$ cat config.mk
export PLATFORM = sky130hd
export DESIGN_NAME = uart_receiver
export DESIGN_NICKNAME = d
export VERILOG_FILES = /design/src/rtl/uart_receiver_pkg.sv /design/src/rtl/uart_receiver_fifo.sv /design/src/rtl/uart_receiver.sv
export SDC_FILE = /design/constraint.sdc
export NUM_CORES = 1
export LEC_CHECK = 0
export BUFFER_PORTS_ARGS = -buffer_cell sky130_fd_sc_hd__buf_2
export CAP_MARGIN = 20
export CORE_ASPECT_RATIO = 1.5
export CORE_MARGIN = 5
export CORE_UTILIZATION = 56
export DETAILED_ROUTE_END_ITERATION = 8
export GPL_ROUTABILITY_DRIVEN = 0
export PLACE_DENSITY = 0.75
export SYNTH_ARGS = -nofsm -noshare
export SYNTH_HDL_FRONTEND = slang
export SYNTH_SLANG_ARGS = --single-unit
$ cat constraint.sdc
create_clock -name clock_i -period 3.2 [get_ports clock_i]
set_input_delay 0.64 -clock clock_i [delete_from_list [all_inputs] [get_ports clock_i]]
set_output_delay 0.64 -clock clock_i [all_outputs]
set_load 0.02 [all_outputs]
$ cat src/rtl/uart_receiver_pkg.sv
// Shared types and constants for uart_receiver: FSM states, baud select encoding, divisor math.
// The PARITY state exists only when UART_RECEIVER_PARITY_EN is defined.
package uart_receiver_pkg;

  localparam int unsigned OVERSAMPLE = 16;

  typedef enum logic [1:0] {
    BAUD_9600   = 2'd0,
    BAUD_19200  = 2'd1,
    BAUD_57600  = 2'd2,
    BAUD_115200 = 2'd3
  } baud_sel_e;

  typedef enum logic [2:0] {
    ST_IDLE,
    ST_START,
    ST_DATA,
`ifdef UART_RECEIVER_PARITY_EN
    ST_PARITY,
`endif
    ST_STOP,
    ST_WAIT_IDLE
  } rx_state_e;

  // Clock cycles per oversample tick; never below 1 so the tick counter stays meaningful.
  function automatic int unsigned baud_divisor(input int unsigned clockHz, input baud_sel_e sel);
    int unsigned baud;
    int unsigned div;
    case (sel)
      BAUD_9600:  baud = 9600;
      BAUD_19200: baud = 19200;
      BAUD_57600: baud = 57600;
      default:    baud = 115200;
    endcase
    div = clockHz / (baud * OVERSAMPLE);
    if (div == 0) div = 1;
    return div;
  endfunction

endpackage

$ cat src/rtl/uart_receiver_fifo.sv
// First-word-fall-through byte FIFO for the UART receiver.
// A push while full is accepted only when a pop happens in the same cycle.
module uart_receiver_fifo #(
  parameter int unsigned DEPTH = 16,
  parameter int unsigned WIDTH = 8
) (
  input  logic             clock_i,
  input  logic             reset_n_i,
  input  logic             push_i,
  input  logic [WIDTH-1:0] push_data_i,
  input  logic             pop_i,
  output logic [WIDTH-1:0] data_o,
  output logic             empty_o,
  output logic             full_o
);

  localparam int unsigned   PTR_W      = $clog2(DEPTH);
  localparam logic [PTR_W:0] FULL_COUNT = (PTR_W + 1)'(DEPTH);

  logic [WIDTH-1:0] mem_q [DEPTH];
  logic [PTR_W-1:0] wrPtr_q;
  logic [PTR_W-1:0] rdPtr_q;
  logic [PTR_W:0]   count_q;
  logic             doPush;
  logic             doPop;

  assign empty_o = (count_q == '0);
  assign full_o  = (count_q == FULL_COUNT);
  assign doPop   = pop_i && !empty_o;
  assign doPush  = push_i && (!full_o || doPop);
  assign data_o  = empty_o ? '0 : mem_q[rdPtr_q];

  always_ff @(posedge clock_i) begin
    if (doPush) mem_q[wrPtr_q] <= push_data_i;
  end

  // Power-of-two depth lets the pointers wrap naturally.
  always_ff @(posedge clock_i or negedge reset_n_i) begin
    if (!reset_n_i) begin
      wrPtr_q <= '0;
      rdPtr_q <= '0;
      count_q <= '0;
    end else begin
      if (doPush) wrPtr_q <= wrPtr_q + PTR_W'(1);
      if (doPop)  rdPtr_q <= rdPtr_q + PTR_W'(1);
      case ({doPush, doPop})
        2'b10:   count_q <= count_q + (PTR_W + 1)'(1);
        2'b01:   count_q <= count_q - (PTR_W + 1)'(1);
        default: count_q <= count_q;
      endcase
    end
  end

endmodule

$ cat src/rtl/uart_receiver.sv
// 16x oversampling UART receiver (8N1, or 8E1 with UART_RECEIVER_PARITY_EN) feeding a FWFT byte FIFO.
// Line synchronizer, baud tick generator and deframing FSM live here; storage is uart_receiver_fifo.
module uart_receiver
  import uart_receiver_pkg::*;
#(
  parameter int unsigned CLOCK_FREQ_HZ = 50_000_000,
  parameter int unsigned BUFFER_DEPTH  = 16
) (
  input  logic       clock_i,
  input  logic       reset_n_i,
  input  logic       uart_rx_i,
  input  logic [1:0] baudrate_select_i,
  input  logic       data_read_i,
  output logic [7:0] data_o,
  output logic       data_buffer_empty_o,
  output logic       data_buffer_full_o,
  output logic       overrun_error_o,
`ifdef UART_RECEIVER_PARITY_EN
  output logic       parity_error_o,
`endif
  output logic       frame_error_o
);

  localparam int unsigned DIV_9600   = baud_divisor(CLOCK_FREQ_HZ, BAUD_9600);
  localparam int unsigned DIV_19200  = baud_divisor(CLOCK_FREQ_HZ, BAUD_19200);
  localparam int unsigned DIV_57600  = baud_divisor(CLOCK_FREQ_HZ, BAUD_57600);
  localparam int unsigned DIV_115200 = baud_divisor(CLOCK_FREQ_HZ, BAUD_115200);
  localparam int unsigned DIV_W      = $clog2(DIV_9600 + 1);
  localparam logic [3:0]  LAST_SAMPLE = 4'(OVERSAMPLE - 1);
  localparam logic [3:0]  MID_SAMPLE  = 4'(OVERSAMPLE / 2 - 1);
`ifdef UART_RECEIVER_PARITY_EN
  localparam rx_state_e   AFTER_DATA  = ST_PARITY;
`else
  localparam rx_state_e   AFTER_DATA  = ST_STOP;
`endif

  logic             sync1_q, sync2_q, prev_q;
  logic             fallEdge;
  rx_state_e        state_q;
  baud_sel_e        baudSel_q;
  logic [DIV_W-1:0] divCnt_q, divCnt_d, divMax;
  logic             tick;
  logic [3:0]       sampleCnt_q;
  logic [2:0]       bitIdx_q;
  logic [7:0]       shift_q;
  logic             frameErr_q;
  logic             overrun_q;
  logic             parityOk;
  logic             push;

  always_ff @(posedge clock_i or negedge reset_n_i) begin
    if (!reset_n_i) begin
      sync1_q <= 1'b1;
      sync2_q <= 1'b1;
      prev_q  <= 1'b1;
    end else begin
      sync1_q <= uart_rx_i;
      sync2_q <= sync1_q;
      prev_q  <= sync2_q;
    end
  end

  assign fallEdge = prev_q && !sync2_q;

  always_comb begin
    case (baudSel_q)
      BAUD_9600:  divMax = DIV_W'(DIV_9600 - 1);
      BAUD_19200: divMax = DIV_W'(DIV_19200 - 1);
      BAUD_57600: divMax = DIV_W'(DIV_57600 - 1);
      default:    divMax = DIV_W'(DIV_115200 - 1);
    endcase
  end

  assign tick = (state_q != ST_IDLE) && (divCnt_q == divMax);

  // Held at zero while idle so the first tick of a frame is exactly one divisor after start detect.
  always_comb begin
    divCnt_d = divCnt_q + DIV_W'(1);
    if (state_q == ST_IDLE || tick) divCnt_d = '0;
  end

  always_ff @(posedge clock_i or negedge reset_n_i) begin
    if (!reset_n_i) divCnt_q <= '0;
    else            divCnt_q <= divCnt_d;
  end

`ifdef UART_RECEIVER_PARITY_EN
  logic parityBad_q;
  logic parityErr_q;
  assign parityOk       = !parityBad_q;
  assign parity_error_o = parityErr_q;
`else
  assign parityOk = 1'b1;
`endif

  assign push = (state_q == ST_STOP) && tick && (sampleCnt_q == LAST_SAMPLE) && sync2_q && parityOk;

  always_ff @(posedge clock_i or negedge reset_n_i) begin
    if (!reset_n_i) begin
      state_q     <= ST_IDLE;
      baudSel_q   <= BAUD_9600;
      sampleCnt_q <= '0;
      bitIdx_q    <= '0;
      shift_q     <= '0;
      frameErr_q  <= 1'b0;
`ifdef UART_RECEIVER_PARITY_EN
      parityBad_q <= 1'b0;
      parityErr_q <= 1'b0;
`endif
    end else begin
      frameErr_q <= 1'b0;
`ifdef UART_RECEIVER_PARITY_EN
      parityErr_q <= 1'b0;
`endif
      case (state_q)
        ST_IDLE: begin
          baudSel_q   <= baud_sel_e'(baudrate_select_i);
          sampleCnt_q <= '0;
          if (fallEdge) state_q <= ST_START;
        end
        // Mid-bit check of the start bit rejects short glitches silently.
        ST_START: if (tick) begin
          sampleCnt_q <= sampleCnt_q + 4'd1;
          if (sampleCnt_q == MID_SAMPLE) begin
            sampleCnt_q <= '0;
            bitIdx_q    <= '0;
`ifdef UART_RECEIVER_PARITY_EN
            parityBad_q <= 1'b0;
`endif
            state_q     <= sync2_q ? ST_IDLE : ST_DATA;
          end
        end
        ST_DATA: if (tick) begin
          sampleCnt_q <= sampleCnt_q + 4'd1;
          if (sampleCnt_q == LAST_SAMPLE) begin
            shift_q  <= {sync2_q, shift_q[7:1]};
            bitIdx_q <= bitIdx_q + 3'd1;
            if (bitIdx_q == 3'd7) state_q <= AFTER_DATA;
          end
        end
`ifdef UART_RECEIVER_PARITY_EN
        ST_PARITY: if (tick) begin
          sampleCnt_q <= sampleCnt_q + 4'd1;
          if (sampleCnt_q == LAST_SAMPLE) begin
            parityBad_q <= (sync2_q != ^shift_q);
            parityErr_q <= (sync2_q != ^shift_q);
            state_q     <= ST_STOP;
          end
        end
`endif
        ST_STOP: if (tick) begin
          sampleCnt_q <= sampleCnt_q + 4'd1;
          if (sampleCnt_q == LAST_SAMPLE) begin
            if (sync2_q) begin
              state_q <= ST_IDLE;
            end else begin
              frameErr_q <= 1'b1;
              state_q    <= ST_WAIT_IDLE;
            end
          end
        end
        ST_WAIT_IDLE: if (sync2_q) state_q <= ST_IDLE;
        default: state_q <= ST_IDLE;
      endcase
    end
  end

  // A full FIFO with a same-cycle pop still takes the byte, so only an unpaired push overruns.
  always_ff @(posedge clock_i or negedge reset_n_i) begin
    if (!reset_n_i) overrun_q <= 1'b0;
    else            overrun_q <= push && data_buffer_full_o && !data_read_i;
  end

  assign frame_error_o   = frameErr_q;
  assign overrun_error_o = overrun_q;

  uart_receiver_fifo #(
    .DEPTH (BUFFER_DEPTH),
    .WIDTH (8)
  ) u_fifo (
    .clock_i     (clock_i),
    .reset_n_i   (reset_n_i),
    .push_i      (push),
    .push_data_i (shift_q),
    .pop_i       (data_read_i),
    .data_o      (data_o),
    .empty_o     (data_buffer_empty_o),
    .full_o      (data_buffer_full_o)
  );

endmodule

* Word level (Yosys, flattened, before mapping)
Memory sizes are Yosys's and may differ from the RTL's.
Index checks and enable logic that the tools add are counted.
** Storage, ports and cells
- Register bits after elaboration :: 47
- Bits in writable memories :: 128
- Memories kept :: 1
** Memory list
- u_fifo.mem_q :: depth 16, bits a word 8, rd ports 1, clocked after Yosys merged registers in 0, write ports 1, RTL line uart_receiver_fifo.sv:20 : logic [WIDTH-1:0] mem_q [DEPTH];
** Cells by class
- Mux-type cells :: 31
- Reductions and logical operators :: 27
- Add/subtract/negate cells :: 7
- Eq/ne operators :: 23
** Operators with widths (number)
- 3-bit two-way mux :: 14
- 9-bit case mux with 3 select lines :: 1
- 2-bit != test, second input constant :: 8
- 3-bit case mux with 5 select lines :: 1
- 4-bit by 1-bit adder with 4-bit output, second input constant :: 3
- 4-bit two-way mux :: 3
- 4-bit case mux with 3 select lines :: 1
- 5-bit case mux with 2 select lines :: 1
- 9-bit by 1-bit adder with 9-bit output, second input constant :: 1
- 9-bit == test :: 1
- 1-bit logical AND :: 9
- 9-bit two-way mux :: 1
- 9-bit AND reduction :: 1
- 8-bit two-way mux :: 1
- 3-bit by 2-bit == test with 1-bit output, second input constant :: 2
- 3-bit == test, second input constant :: 2
- 1-bit two-way mux :: 6
- 3-bit case mux with 2 select lines :: 1
- 3-bit AND reduction :: 2
- 3-bit nonzero test :: 2
- 5-bit by 1-bit adder with 5-bit output, second input constant :: 1
- 5-bit == test, second input constant :: 1
- 5-bit zero test :: 1
- 5-bit AND reduction :: 1
- other kinds (15) :: 23

* Depth between registers and ports, before layout
Gate-level depths: netlist (run 1).
- Depth after elaboration :: 10
- Mapped depth :: 15
- Gate-level depth less buffers :: 14

* By module
Synthesis (run 1) repeated with hierarchy kept, for this count alone.
** Second synthesis, totals
- Cells, all modules :: 462
- Area total of the unflattened synthesis :: 7629.8 um^2
** By module, submodules not included
- uart_receiver_fifo :: cells an instance 302, times used 1, seq. area each 4169.0 um^2, area an instance 5878.1 um^2
- uart_receiver :: cells an instance 160, times used 1, seq. area each 854.6 um^2, area an instance 1751.7 um^2

* Least setup slack after synthesis (run 1)
Ideal clock, no wire load.
- Path kind :: reg2reg
- From :: reg baudSel_q[0]
- To :: reg u_fifo.count_q[4]
- Slack :: 0.079 ns
- Data required time :: 3.121 ns
- Arrival time :: 3.042 ns
- Stages on the path, launching flop included :: 16
- Buffers on the path :: 1
- Cells stage by stage :: dfrtp_1 -> inv_1 -> ha_1 -> xor2_1 -> nor4_4 -> and3_1 -> nand4_1 -> ha_1 -> clkbuf_1 -> xor2_1 -> ha_1 -> inv_1 -> o21ai_0 -> a21o_1 -> a31oi_1 -> xor2_1
** On the way
- Word-level cells in the longest chain between the ends :: 10
- Elaborated cells between the ends (all ways) :: 14
** Ends and longest elaborated chain
- from (decl) :: RTL line uart_receiver.sv:40 : baud_sel_e baudSel_q;
- from (signal assigned) :: RTL line uart_receiver.sv:117 : baudSel_q <= baud_sel_e'(baudrate_select_i);
- 2-bit == test, or another cell as far along :: RTL line uart_receiver.sv:66 : case (baudSel_q)
- 9-bit case mux with 3 select lines (*) :: RTL line uart_receiver.sv:66
- 9-bit == test (*) :: RTL line uart_receiver.sv:74 : assign tick = (state_q != ST_IDLE) && (divCnt_q == divMax);
- 1-bit logical AND (*) :: RTL line uart_receiver.sv:74
- 1-bit logical AND (*) (3 in a row) :: RTL line uart_receiver.sv:96 : assign push = (state_q == ST_STOP) && tick && (sampleCnt_q == LAST_SAMPLE) && sync2_q && parityOk;
- 1-bit logical AND (*) :: RTL line uart_receiver_fifo.sv:30 : assign doPush = push_i && (!full_o || doPop);
- 2-bit by 1-bit == test with 1-bit output / 2-bit == test (equally long branches) :: RTL line uart_receiver_fifo.sv:46 : case ({doPush, doPop})
- 5-bit case mux with 2 select lines / 2-bit nonzero test (equally long branches)
- to (signal assigned) :: RTL line uart_receiver_fifo.sv:47 : 2'b10: count_q <= count_q + (PTR_W + 1)'(1);
- to (signal assigned) :: RTL line uart_receiver_fifo.sv:48 : 2'b01: count_q <= count_q - (PTR_W + 1)'(1);
- to (signal assigned) :: RTL line uart_receiver_fifo.sv:49 : default: count_q <= count_q;
- to (decl) :: RTL line uart_receiver_fifo.sv:23 : logic [PTR_W:0] count_q;
Every way passes the cells marked *; elsewhere a longest branch is shown, timed or not.
A chain may end at the register's enable or synchronous reset.

* Worst setup path in the final report (run 1)
- From :: reg u_fifo.rdPtr_q[0]
- To :: out data_o[2]
** On the way
- Word-level cells in the longest chain between the ends :: 2
** Ends and longest elaborated chain
- from (decl) :: RTL line uart_receiver_fifo.sv:22 : logic [PTR_W-1:0] rdPtr_q;
- from (signal assigned) :: RTL line uart_receiver_fifo.sv:45 : if (doPop) rdPtr_q <= rdPtr_q + PTR_W'(1);
- memory 16 x 8 bit
- 8-bit two-way mux :: RTL line uart_receiver_fifo.sv:31 : assign data_o = empty_o ? '0 : mem_q[rdPtr_q];
- to (decl) :: RTL line uart_receiver.sv:14 : output logic [7:0] data_o,
Every way passes these cells.

==> metrics.json, run 1 <==
{
  "cts_htree_levels": 4,
  "drv_slew": 0,
  "initial_standard_cell_utilization_of_the_core_pct": 57.39,
  "status": "completed",
  "setup_repair_after_global_routing_missed_its_margin": "false",
  "power.ir.vdd_worst_v": 0.0004742,
  "yosysUniqueCellTypes": 51,
  "dieWidth_microns": 104.3,
  "later_pin_clock_latency_in_the_skew_report_ns": 0.42,
  "crit_path_start_kind": "flip-flop",
  "antenna-diode-count": 0,
  "initialDrtViolationCount": 259,
  "syn2layout_area_growth_pct": 15.16,
  "share_seq_of_total_power_pct": 45.6,
  "power.switching_fraction_pct": 28.13,
  "hpwl_mm": 9.814,
  "routed-via-count": 3999,
  "synth_simple_gate_area_share_pct": 8.792,
  "cell_at_the_root_of_the_clock_tree": "clkbuf_16",
  "pwr-share-comb_pct": 19.7,
  "min_path_type": "input port to async pin",
  "final_antenna_net_count": 0,
  "detail_route.drc_violations": 0,
  "routed_wirelength_mm": 14.57,
  "postSynthCellCount": 450,
  "setup.worst_path.end_class": "primary output",
  "die_area_sq_mm": 0.01580,
  "path_clk_slew_ns": 0.06,
  "buffer_ports.inserted": 17,
  "hold-worst-slack_ns": 0.3035,
  "tns_ns": 0,
  "holdBufCountCts": 0,
  "worst_slew_pin_slew_ns": 0.7975,
  "clock-skew-final_ns": 0.01188,
  "finalSetupViolCount": 0,
  "grt_pass1_wl_mm": 23.50,
  "mux_contribution_to_synthesized_area_pct": 14.22,
  "grt_usage_pct": 19.88,
  "final.period_utilization_pct": 96.44,
  "fin_crit_ns": 3.086,
  "synthAdderAreaFrac_pct": 2.680,
  "synthXorXnorAreaFrac_pct": 2.814,
  "cp_max_fo": 11,
  "num-nets-final": 520,
  "mean_area_per_synthesized_cell_sq_um": 16.60,
  "detailed_routing_iterations_pass_1": 5,
  "clock_power_share_pct": 34.7,
  "grt_antenna_before_repair": 0,
  "worstSetupPathType": "flip-flop to primary output",
  "layout.cells.most_common_list": "edfxtp_1 (128), dfrtp_1 (43), mux4_2 (40)",
  "synth_edf_count": 128,
  "p_int_mw": 4.443,
  "clock.fmax_ghz": 0.3240,
  "route.detailed.wl_per_inst_microns": 21.75,
  "placement_rows": 51,
  "synth-async-reset-ratio_pct": 26.86,
  "syn_nets": 472,
  "worstPathRequired_ns": 2.56,
  "cts_made_buffers": 17,
  "worst_ep_arrival_time_ns": 2.45,
  "fp.coreArea_sq_mm": 0.01302,
  "final-hold-violation-count": 0,
  "cellPowerDensity_mw_per_mm2": 718.6,
  "yosysSeqAreaShare_pct": 67.24,
  "worst_slew_margin_rel_pct": 46.83,
  "die_y_microns": 151.5,
  "number_of_global_route_vias_before_repair": 4281,
  "synthFlopType": "edfxtp_1",
  "switching_power_total_mw": 1.739,
  "synth_top_family_by_area": "multiplexers",
  "cts_max_path_buffers": 2,
  "boundaryPins": 18,
  "synth.cell_area_sq_mm": 0.007471,
  "cts.sink_count": 175,
  "clock_tree_from_tritoncts": "built",
  "synth_compound_area_share_pct": 2.629,
  "grt_max_degree": 37,
  "synth-warning-count": 0,
  "post_drt_via_cell_ratio": 5.969,
  "grt_overflow_total": 0,
  "yosys_register_bits": 175,
  "drive_gt1_share_pct": 28.38,
  "leakagePower_nw": 3.457,
  "layout_commonest_cell": "edfxtp_1",
  "cap_violations": 0
}
## power by group through the flow
stage / registers [mW] / logic [mW] / clock network, mW
after floorplan: 2.69 / 0.984 / 0
after global placement: 2.87 / 1.11 / 0
after detailed placement: 2.88 / 1.14 / 0
after CTS: 2.82 / 1.19 / 2.19
after global routing: 2.85 / 1.35 / 2.30
final: 2.82 / 1.22 / 2.15
## cell usage after synthesis, types with 8 or more instances
master	n	area, sq um
xor2_1	15	131.4
mux4_2	40	900.9
nor2_1	34	127.6
dfrtp_1	44	1101
edfxtp_1	128	3844
xnor2_1	9	78.83
mux2_1	8	90.09
clkbuf_1	15	56.30
nand2_1	16	60.06
ha_1	16	200.2
nor2b_1	15	93.84
nand3_1	17	85.08
## registers in the layout, indices dropped and copies added (netlist names)
signal and count:
u_fifo.mem_q 128, divCnt_q 9, shift_q 8, u_fifo.count_q 5
sampleCnt_q 4, u_fifo.rdPtr_q 4, u_fifo.wrPtr_q 4, bitIdx_q 3
state_q 3, baudSel_q 2, frame_error_o 1, overrun_error_o 1
prev_q 1, sync1_q 1, sync2_q 1
## cells by family (layout without fill, tap and decap cells)
group / Yosys count / after routing
mux: 54 / 54
xor+xnor: 24 / 24
fa+ha+maj: 16 / 16
compound gates: 29 / 29
simple gates: 122 / 122
buf+inv: 30 / 91
flops: 175 / 175
## layout make-up
class	instances	area (sq um)
repair buffers	52	372.9
fillers	925	4414
clock inverters	15	197.7
multi-input cells	245	2355
clock buffers	17	425.4
flip-flops and latches	175	5027
well taps	159	198.9
inverters	7	26.28
## critical path, stage by stage (launching register included)
cell	delay (ns)
dfrtp_4	0.49
buf_12	0.17
mux4_2	0.54
mux4_2	0.51
nor2b_1	0.15
buf_2	0.15
## what timing repair did
item / 4_1_cts / 5_1_grt
endpoints found under the setup margin: 7 / 1
pin swaps: 0 / 1
setup buffers: 2 / 2
gates resized for setup: 1 / 5
## worst paths after layout
kind                                                from                             to  slack (ns)  cells past startpoint
setup / recovery           u_fifo.rdPtr_q[0]$_DFFE_PN0P_                      data_o[2]        0.11                      5
hold / removal                                 reset_n_i          divCnt_q[1]$_DFF_PN0_        0.30                      1
setup reg to reg                baudSel_q[0]$_DFFE_PN0P_  u_fifo.count_q[4]$_DFFE_PN0P_        0.25                     14
hold reg to reg                        sync1_q$_DFF_PN1_              sync2_q$_DFF_PN1_        0.36                      0
max in group asynchronous                      reset_n_i              sync2_q$_DFF_PN1_        2.15                      2
min in group clock_i                           uart_rx_i              sync1_q$_DFF_PN1_        0.31                      1
## metrics by stage
stage / worst slack (ns) / std cells / utilization (%) / instance area [sq um] / total power [mW]
2_1_floorplan: 0.07895 / 450 / - / 7471 / 3.678
3_3_place_gp: 0.3210 / 634 / 60.83 / 7919 / 3.974
3_5_place_dp: 0.1505 / 634 / 60.83 / 7919 / 4.017
4_1_cts: 0.07806 / 668 / 65.75 / 8559 / 6.197
5_1_grt: 0.01727 / 670 / 66.09 / 8603 / 6.497
6_report: 0.1140 / 670 / 66.09 / 8603 / 6.182
## metal layers
metal | up-vias | routed length [microns] | share of wire [%] | global-route usage (%)
li1 | 1823 | - | - | -
met1 | 2037 | 5382 | 37 | 22.05
met2 | 118 | 8414 | 58 | 37.85
met3 | 21 | 498 | 3.4 | 4.197
met4 | 0 | 274 | 1.9 | 6.351
met5 | - | 0 | 0 | 0
No activity file was read; power rests on OpenSTA's default activity.
==> run 2, diff against run 1 <==
MAX_ROUTING_LAYER = met4   (was not set)
==> run 2 against run 1 <==
Effect of this change:
- hold slack worse by 0.0037 ns
- die area unchanged
- first-iteration DRC count is 16% higher
- largest cell class unchanged
- highest routed layer unchanged
- combinational power hardly changed
- power hardly changed
==> metrics.json, run 2 (synthesized netlist as in run 1, its figures left out) <==
{
  "status": "completed",
  "rr_worst_depth": {"value": 14, "change": "unchanged"},
  "final-hold-violation-count": {"value": 0, "change": "unchanged"},
  "final.period_utilization": {"value": 96.13, "unit": "%", "change": "-0.31 points"},
  "global_route.usage.met3": {"value": 3.900, "unit": "%", "change": "-0.30 points"},
  "cp_max_fo": {"value": 11, "change": "unchanged"},
  "holdBufCountCts": {"value": 0, "change": "unchanged"},
  "crit_path_start_kind": "flip-flop",
  "final_cell_area": {"value": 0.008603, "unit": "sq mm", "change": "unchanged"},
  "post_drt_via_cell_ratio": {"value": 5.984, "change": "+0.25%"},
  "path_clk_slew": {"value": 0.06, "unit": "ns", "change": "about the same"},
  "cts_htree_levels": {"value": 4, "change": "unchanged"},
  "global_route.usage.met2": {"value": 37.88, "unit": "%", "change": "about the same"},
  "boundaryPins": {"value": 18, "change": "unchanged"},
  "worst_ep_arrival_time": {"value": 2.44, "unit": "ns", "change": "about the same"},
  "grt_overflow_total": {"value": 0, "change": "unchanged"},
  "num-nets-final": {"value": 520, "change": "unchanged"},
  "initial_standard_cell_utilization_of_the_core": {"value": 57.39, "unit": "%", "change": "unchanged"},
  "grt_usage": {"value": 20.46, "unit": "%", "change": "+0.59 points"},
  "syn2layout_area_growth": {"value": 15.16, "unit": "%", "change": "unchanged"},
  "placement_rows": {"value": 51, "change": "unchanged"},
  "worst_slew_margin_rel": {"value": 47.16, "unit": "%", "change": "+0.33 points"},
  "cellPowerDensity": {"value": 718.7, "unit": "mW/mm^2", "change": "about the same"},
  "worst_r2r_endpoint": "u_fifo.count_q[4]$_DFFE_PN0P_",
  "tns": {"value": 0, "unit": "ns", "change": "unchanged"},
  "largest_registers": "u_fifo.mem_q (128), divCnt_q (9), shift_q (8)",
  "cts_max_path_buffers": {"value": 2, "change": "unchanged"},
  "clock_tree_from_tritoncts": "built",
  "setup.worst_path.end_class": "primary output",
  "worstPathRequired": {"value": 2.56, "unit": "ns", "change": "about the same"},
  "fin_crit": {"value": 3.076, "unit": "ns", "change": "-0.009870 ns"},
  "fp.coreArea": {"value": 0.01302, "unit": "sq mm", "change": "unchanged"},
  "initialDrtViolationCount": {"value": 300, "change": "+16%"},
  "grt_pass1_wl": {"value": 23.54, "unit": "mm", "change": "+0.14%"},
  "hold-worst-slack": {"value": 0.2998, "unit": "ns", "change": "-0.003699 ns"},
  "cts.sink_count": {"value": 175, "change": "unchanged"},
  "detailed_routing_iterations_pass_1": {"value": 5, "change": "unchanged"},
  "r2r_start": "baudSel_q[0]$_DFFE_PN0P_",
  "busiest_layer": "met2",
  "place_area": {"value": 0.007919, "unit": "sq mm", "change": "unchanged"},
  "finalSetupViolCount": {"value": 0, "change": "unchanged"},
  "cap_violations": {"value": 0, "change": "unchanged"},
  "report.power.total": {"value": 6.183, "unit": "mW", "change": "about the same"},
  "leakagePower": {"value": 3.457, "unit": "nW", "change": "unchanged"},
  "drive_gt1_share": {"value": 28.38, "unit": "%", "change": "unchanged"},
  "power.ir.vdd_worst": {"value": 0.0004753, "unit": "V", "change": "+0.24%"},
  "die_y": {"value": 151.5, "unit": "microns", "change": "unchanged"},
  "routed-via-count": {"value": 4009, "change": "+0.25%"},
  "later_pin_clock_latency_in_the_skew_report": {"value": 0.42, "unit": "ns", "change": "about the same"},
  "worst_slew_pin_slew": {"value": 0.7926, "unit": "ns", "change": "-0.004989 ns"},
  "grt_antenna_before_repair": {"value": 0, "change": "unchanged"},
  "drv_slew": {"value": 0, "change": "unchanged"},
  "cts_made_buffers": {"value": 17, "change": "unchanged"},
  "die_area": {"value": 0.01580, "unit": "sq mm", "change": "unchanged"},
  "clock-skew-final": {"value": 0.01022, "unit": "ns", "change": "-0.001658 ns"},
  "min_path_type": "input port to async pin",
  "setup.reg_to_reg.worst_slack": {"value": 0.25, "unit": "ns", "change": "about the same"},
  "layout.cells.most_common_list": "edfxtp_1 (128), dfrtp_1 (43), mux4_2 (40)",
  "grt_util_met1": {"value": 22.14, "unit": "%", "change": "+0.089 points"},
  "largest_register_ffs": {"value": 128, "change": "unchanged"},
  "dieWidth": {"value": 104.3, "unit": "microns", "change": "unchanged"},
  "grt_max_degree": {"value": 37, "change": "unchanged"},
  "setup_repair_after_global_routing_missed_its_margin": "false",
  "buffer_ports.inserted": {"value": 17, "change": "unchanged"},
  "detail_route.drc_violations": {"value": 0, "change": "unchanged"},
  "antenna-diode-count": {"value": 0, "change": "unchanged"},
  "worstSetupPathType": "flip-flop to primary output",
  "route.detailed.wl_per_inst": {"value": 21.81, "unit": "microns", "change": "+0.31%"},
  "hpwl": {"value": 9.814, "unit": "mm", "change": "unchanged"},
  "final_antenna_net_count": {"value": 0, "change": "unchanged"},
  "routed_wirelength": {"value": 14.62, "unit": "mm", "change": "+0.31%"},
  "clock.fmax": {"value": 0.3251, "unit": "GHz", "change": "+0.32%"},
  "number_of_global_route_vias_before_repair": {"value": 4296, "change": "+0.35%"},
  "layout_commonest_cell": "edfxtp_1",
  "regMostFlops": "u_fifo.mem_q",
  "cell_at_the_root_of_the_clock_tree": "clkbuf_16"
}
[run 2: timing repair]
action,4_1_cts,5_1_grt
endpoints found under the setup margin,7,1
pin swaps,0,1
setup buffers,2,2
resized for setup,1,5
cloned,0,0
[run 2: how the worst max path moves through the flow]
stage	startpoint	to	slack [ns]	depth (start not counted)
final	u_fifo.rdPtr_q[0]$_DFFE_PN0P_	data_o[3]	0.12	5
after floorplan	baudSel_q[0]$_DFFE_PN0P_	u_fifo.count_q[4]$_DFFE_PN0P_	0.08	15
after CTS	u_fifo.rdPtr_q[0]$_DFFE_PN0P_	data_o[2]	0.08	5
after global routing	u_fifo.rdPtr_q[0]$_DFFE_PN0P_	data_o[2]	0.02	5
after global placement	baudSel_q[0]$_DFFE_PN0P_	u_fifo.count_q[4]$_DFFE_PN0P_	0.32	14
after detailed placement	baudSel_q[0]$_DFFE_PN0P_	u_fifo.count_q[4]$_DFFE_PN0P_	0.15	14
[run 2: worst max-delay path, stage by stage, from the launching register on]
cell and delay, ns:
dfrtp_4 0.49, buf_12 0.17, mux4_2 0.55, mux4_2 0.49
nor2b_1 0.15, buf_2 0.16
[run 2: power by group]
group | leakage (nW) | switching, mW | internal [mW]
clock | 0.306 | 0.892 | 1.26
sequential | 2.02 | 0.265 | 2.55
combinational | 1.13 | 0.582 | 0.635
total | 3.46 | 1.74 | 4.44
[run 2: cell type report]
cell class	count	area (sq um)
Clock buffer	17	425.4
Clock inverter	15	197.7
Fill cell	925	4414
Inverter	7	26.28
Multi-Input combinational cell	245	2355
Sequential cell	175	5027
Tap cell	159	198.9
Timing Repair Buffer	52	372.9
[run 2: routing by layer]
layer / vias to the layer above / share of wire [%]
met4: 0 / 1.9
li1: 1829 / -
met3: 22 / 4.4
met2: 114 / 57
met5: - / 0
met1: 2044 / 36
[run 2: metrics by stage]
stage / worst slack [ns] / std cells / utilization (%)
after floorplan: 0.07895 / 450 / -
after global placement: 0.3210 / 634 / 60.83
after detailed placement: 0.1505 / 634 / 60.83
after CTS: 0.07806 / 668 / 65.75
after global routing: 0.01913 / 670 / 66.09
final: 0.1239 / 670 / 66.09
==> run 3, diff against run 2 <==
CORE_ASPECT_RATIO = 1.1   (was 1.5)
MAX_ROUTING_LAYER = not set   (was met4)
==> run 3 against run 2 <==
Effect of this change:
- fmax fell by 1.3%
- power is 1.3% lower
- setup slack lost 0.041 ns
- sequential power is essentially flat
==> metrics.json, run 3 (synthesized netlist as in run 1, its figures left out) <==
{
  "cellPowerDensity": {"value": 711.1, "unit": "mW/mm^2", "change": "-1.1%"},
  "routed-via-count": {"value": 4038, "change": "+0.72%"},
  "num-nets-final": {"value": 518, "change": "-0.38%"},
  "leakagePower": {"value": 3.439, "unit": "nW", "change": "-0.54%"},
  "cts_htree_levels": {"value": 4, "change": "unchanged"},
  "worst_slew_margin_rel": {"value": 47.06, "unit": "%", "change": "-0.11 points"},
  "drv_slew": {"value": 0, "change": "unchanged"},
  "crit_path_start": "u_fifo.rdPtr_q[0]$_DFFE_PN0P_",
  "placement_rows": {"value": 44, "change": "-14%"},
  "final_core_utilization": {"value": 65.20, "unit": "%", "change": "-0.89 points"},
  "hold-worst-slack": {"value": 0.2923, "unit": "ns", "change": "-0.007423 ns"},
  "die_y": {"value": 131.1, "unit": "microns", "change": "-13%"},
  "grt_antenna_before_repair": {"value": 0, "change": "unchanged"},
  "cts.sink_count": {"value": 175, "change": "unchanged"},
  "crit_path_start_kind": "flip-flop",
  "post_drt_via_cell_ratio": {"value": 6.027, "change": "+0.72%"},
  "boundaryPins": {"value": 18, "change": "unchanged"},
  "worst_slew_pin_slew": {"value": 0.7941, "unit": "ns", "change": "+0.001588 ns"},
  "layout_commonest_cell": "edfxtp_1",
  "number_of_global_route_vias_before_repair": {"value": 4165, "change": "-3.0%"},
  "path_clk_slew": {"value": 0.06, "unit": "ns", "change": "about the same"},
  "route.detailed.wl_per_inst": {"value": 21.43, "unit": "microns", "change": "-1.8%"},
  "initialDrtViolationCount": {"value": 363, "change": "+21%"},
  "drive_gt1_share": {"value": 27.31, "unit": "%", "change": "-1.1 points"},
  "status": "completed",
  "grt_usage": {"value": 19.20, "unit": "%", "change": "-1.3 points"},
  "power.ir.vdd_worst": {"value": 0.0004254, "unit": "V", "change": "-10%"},
  "cpMostUsedCell": "mux4_2",
  "final_cell_area": {"value": 0.008578, "unit": "sq mm", "change": "-0.29%"},
  "final-hold-violation-count": {"value": 0, "change": "unchanged"},
  "rr_worst_depth": {"value": 9, "change": "-5"},
  "grt_overflow_total": {"value": 0, "change": "unchanged"},
  "largest_registers": "u_fifo.mem_q (128), divCnt_q (9), shift_q (8)",
  "cts_made_buffers": {"value": 17, "change": "unchanged"},
  "fp.coreArea": {"value": 0.01316, "unit": "sq mm", "change": "+1.1%"},
  "worst_r2r_endpoint": "u_fifo.mem_q[9][5]$_DFFE_PP_",
  "dieWidth": {"value": 120.1, "unit": "microns", "change": "+15%"},
  "clock.fmax": {"value": 0.3208, "unit": "GHz", "change": "-1.3%"},
  "worstSetupPathType": "flip-flop to primary output",
  "layout_setup_ws": {"value": 0.08247, "unit": "ns", "change": "-0.04141 ns"},
  "worstPathRequired": {"value": 2.56, "unit": "ns", "change": "about the same"},
  "setup.reg_to_reg.worst_slack": {"value": 0.14, "unit": "ns", "change": "-0.11 ns"},
  "antenna-diode-count": {"value": 0, "change": "unchanged"},
  "grt_max_degree": {"value": 36, "change": "-2.7%"},
  "place_worst_setup_slack": {"value": 0.002688, "unit": "ns", "change": "-0.1479 ns"},
  "holdBufCountCts": {"value": 0, "change": "unchanged"},
  "hpwl": {"value": 8.968, "unit": "mm", "change": "-8.6%"},
  "clock-skew-final": {"value": 0.006291, "unit": "ns", "change": "-0.003927 ns"},
  "later_pin_clock_latency_in_the_skew_report": {"value": 0.42, "unit": "ns", "change": "about the same"},
  "cell_at_the_root_of_the_clock_tree": "clkbuf_16",
  "min_path_type": "input port to async pin",
  "initial_standard_cell_utilization_of_the_core": {"value": 56.78, "unit": "%", "change": "-0.61 points"},
  "buffer_ports.inserted": {"value": 17, "change": "unchanged"},
  "final_antenna_net_count": {"value": 0, "change": "unchanged"},
  "cts_max_path_buffers": {"value": 2, "change": "unchanged"},
  "detailed_routing_iterations_pass_1": {"value": 5, "change": "unchanged"},
  "placed_cells_incl_taps": {"value": 632, "change": "-0.32%"},
  "setup.worst_path.end_class": "primary output",
  "clock_tree_from_tritoncts": "built",
  "detail_route.drc_violations": {"value": 0, "change": "unchanged"},
  "syn2layout_area_growth_pct": 14.82,
  "fin_crit": {"value": 3.118, "unit": "ns", "change": "+0.04141 ns"},
  "cap_violations": {"value": 0, "change": "unchanged"},
  "finalSetupViolCount": {"value": 0, "change": "unchanged"},
  "endpoint": "data_o[7]",
  "r2r_start": "baudSel_q[0]$_DFFE_PN0P_",
  "largest_register_ffs": {"value": 128, "change": "unchanged"},
  "routed_wirelength": {"value": 14.36, "unit": "mm", "change": "-1.8%"},
  "place_area": {"value": 0.007891, "unit": "sq mm", "change": "-0.35%"},
  "worst_ep_arrival_time": {"value": 2.48, "unit": "ns", "change": "+0.04 ns"},
  "layoutNonFillerInstCount": {"value": 670, "change": "unchanged"},
  "timing.critical_path.slowest_cell_delay": {"value": 0.53, "unit": "ns", "change": "-0.02 ns"},
  "regMostFlops": "u_fifo.mem_q",
  "layout.cells.most_common_list": "edfxtp_1 (128), dfrtp_1 (43), mux4_2 (40)",
  "final.period_utilization": {"value": 97.42, "unit": "%", "change": "+1.3 points"},
  "cp_max_fo": {"value": 16, "change": "+5"},
  "cp_slowest_cell": "mux4_2",
  "die_area": {"value": 0.01575, "unit": "sq mm", "change": "-0.28%"},
  "critical_path.cell_chain": "buf_16 > mux4_2 > mux4_2 > nor2b_1 > buf_2",
  "grt_pass1_wl": {"value": 22.79, "unit": "mm", "change": "-3.2%"}
}
==> run 3: worst min path at each step <==
stage | startpoint | end | slack, ns | cells past startpoint
global route | uart_rx_i | sync1_q$_DFF_PN1_ | 0.31 | 1
global placement | sync1_q$_DFF_PN1_ | sync2_q$_DFF_PN1_ | 0.35 | 0
finish | reset_n_i | sampleCnt_q[3]$_DFFE_PN0P_ | 0.29 | 1
detailed placement | sync1_q$_DFF_PN1_ | sync2_q$_DFF_PN1_ | 0.35 | 0
CTS | reset_n_i | u_fifo.count_q[3]$_DFFE_PN0P_ | 0.30 | 1
floorplan | reset_n_i | baudSel_q[0]$_DFFE_PN0P_ | 0.34 | 0
==> run 3: report_power, final <==
part	leakage, nW	internal [mW]	switching (mW)
logic	1.14	0.648	0.584
registers	2.02	2.55	0.277
clock network	0.282	1.22	0.820
==> run 3: repair_timing <==
action,4_1_cts,5_1_grt
buffers inserted,1,3
setup endpoints to repair,2,12
pin swaps,0,1
gates cloned,1,1
resized for setup,2,3
==> run 3: layer usage <==
metal	vias to the layer above	GRT usage (%)	share of wire [%]
met1	2055	25.01	39
met5	-	0	0
met3	24	3.568	5.0
met2	138	32.02	54
li1	1821	-	-
met4	0	7.893	1.9
==> run 3: critical path, delay by kind of cell, from the launching register on <==
family / cells / cell delay (ns)
mux: 2 / 1.01
flops: 1 / 0.50
buf+inv: 2 / 0.38
simple gates: 1 / 0.17
==> run 3: per-stage QoR <==
stage                     setup TNS, ns  power, mW
final                                 0      6.100
after global routing           -0.02483      6.414
after CTS                             0      6.087
after detailed placement              0      3.985
after global placement                0      3.941
after floorplan                       0      3.678
==> run 3: layout make-up <==
class                   count  area [sq um]
clock buffers              17         425.4
fillers                   857          4579
multi-input cells         245          2336
well taps                 161         201.4
clock inverters            15         168.9
repair buffers             50         395.4
inverters                   7         26.28
flip-flops and latches    175          5025
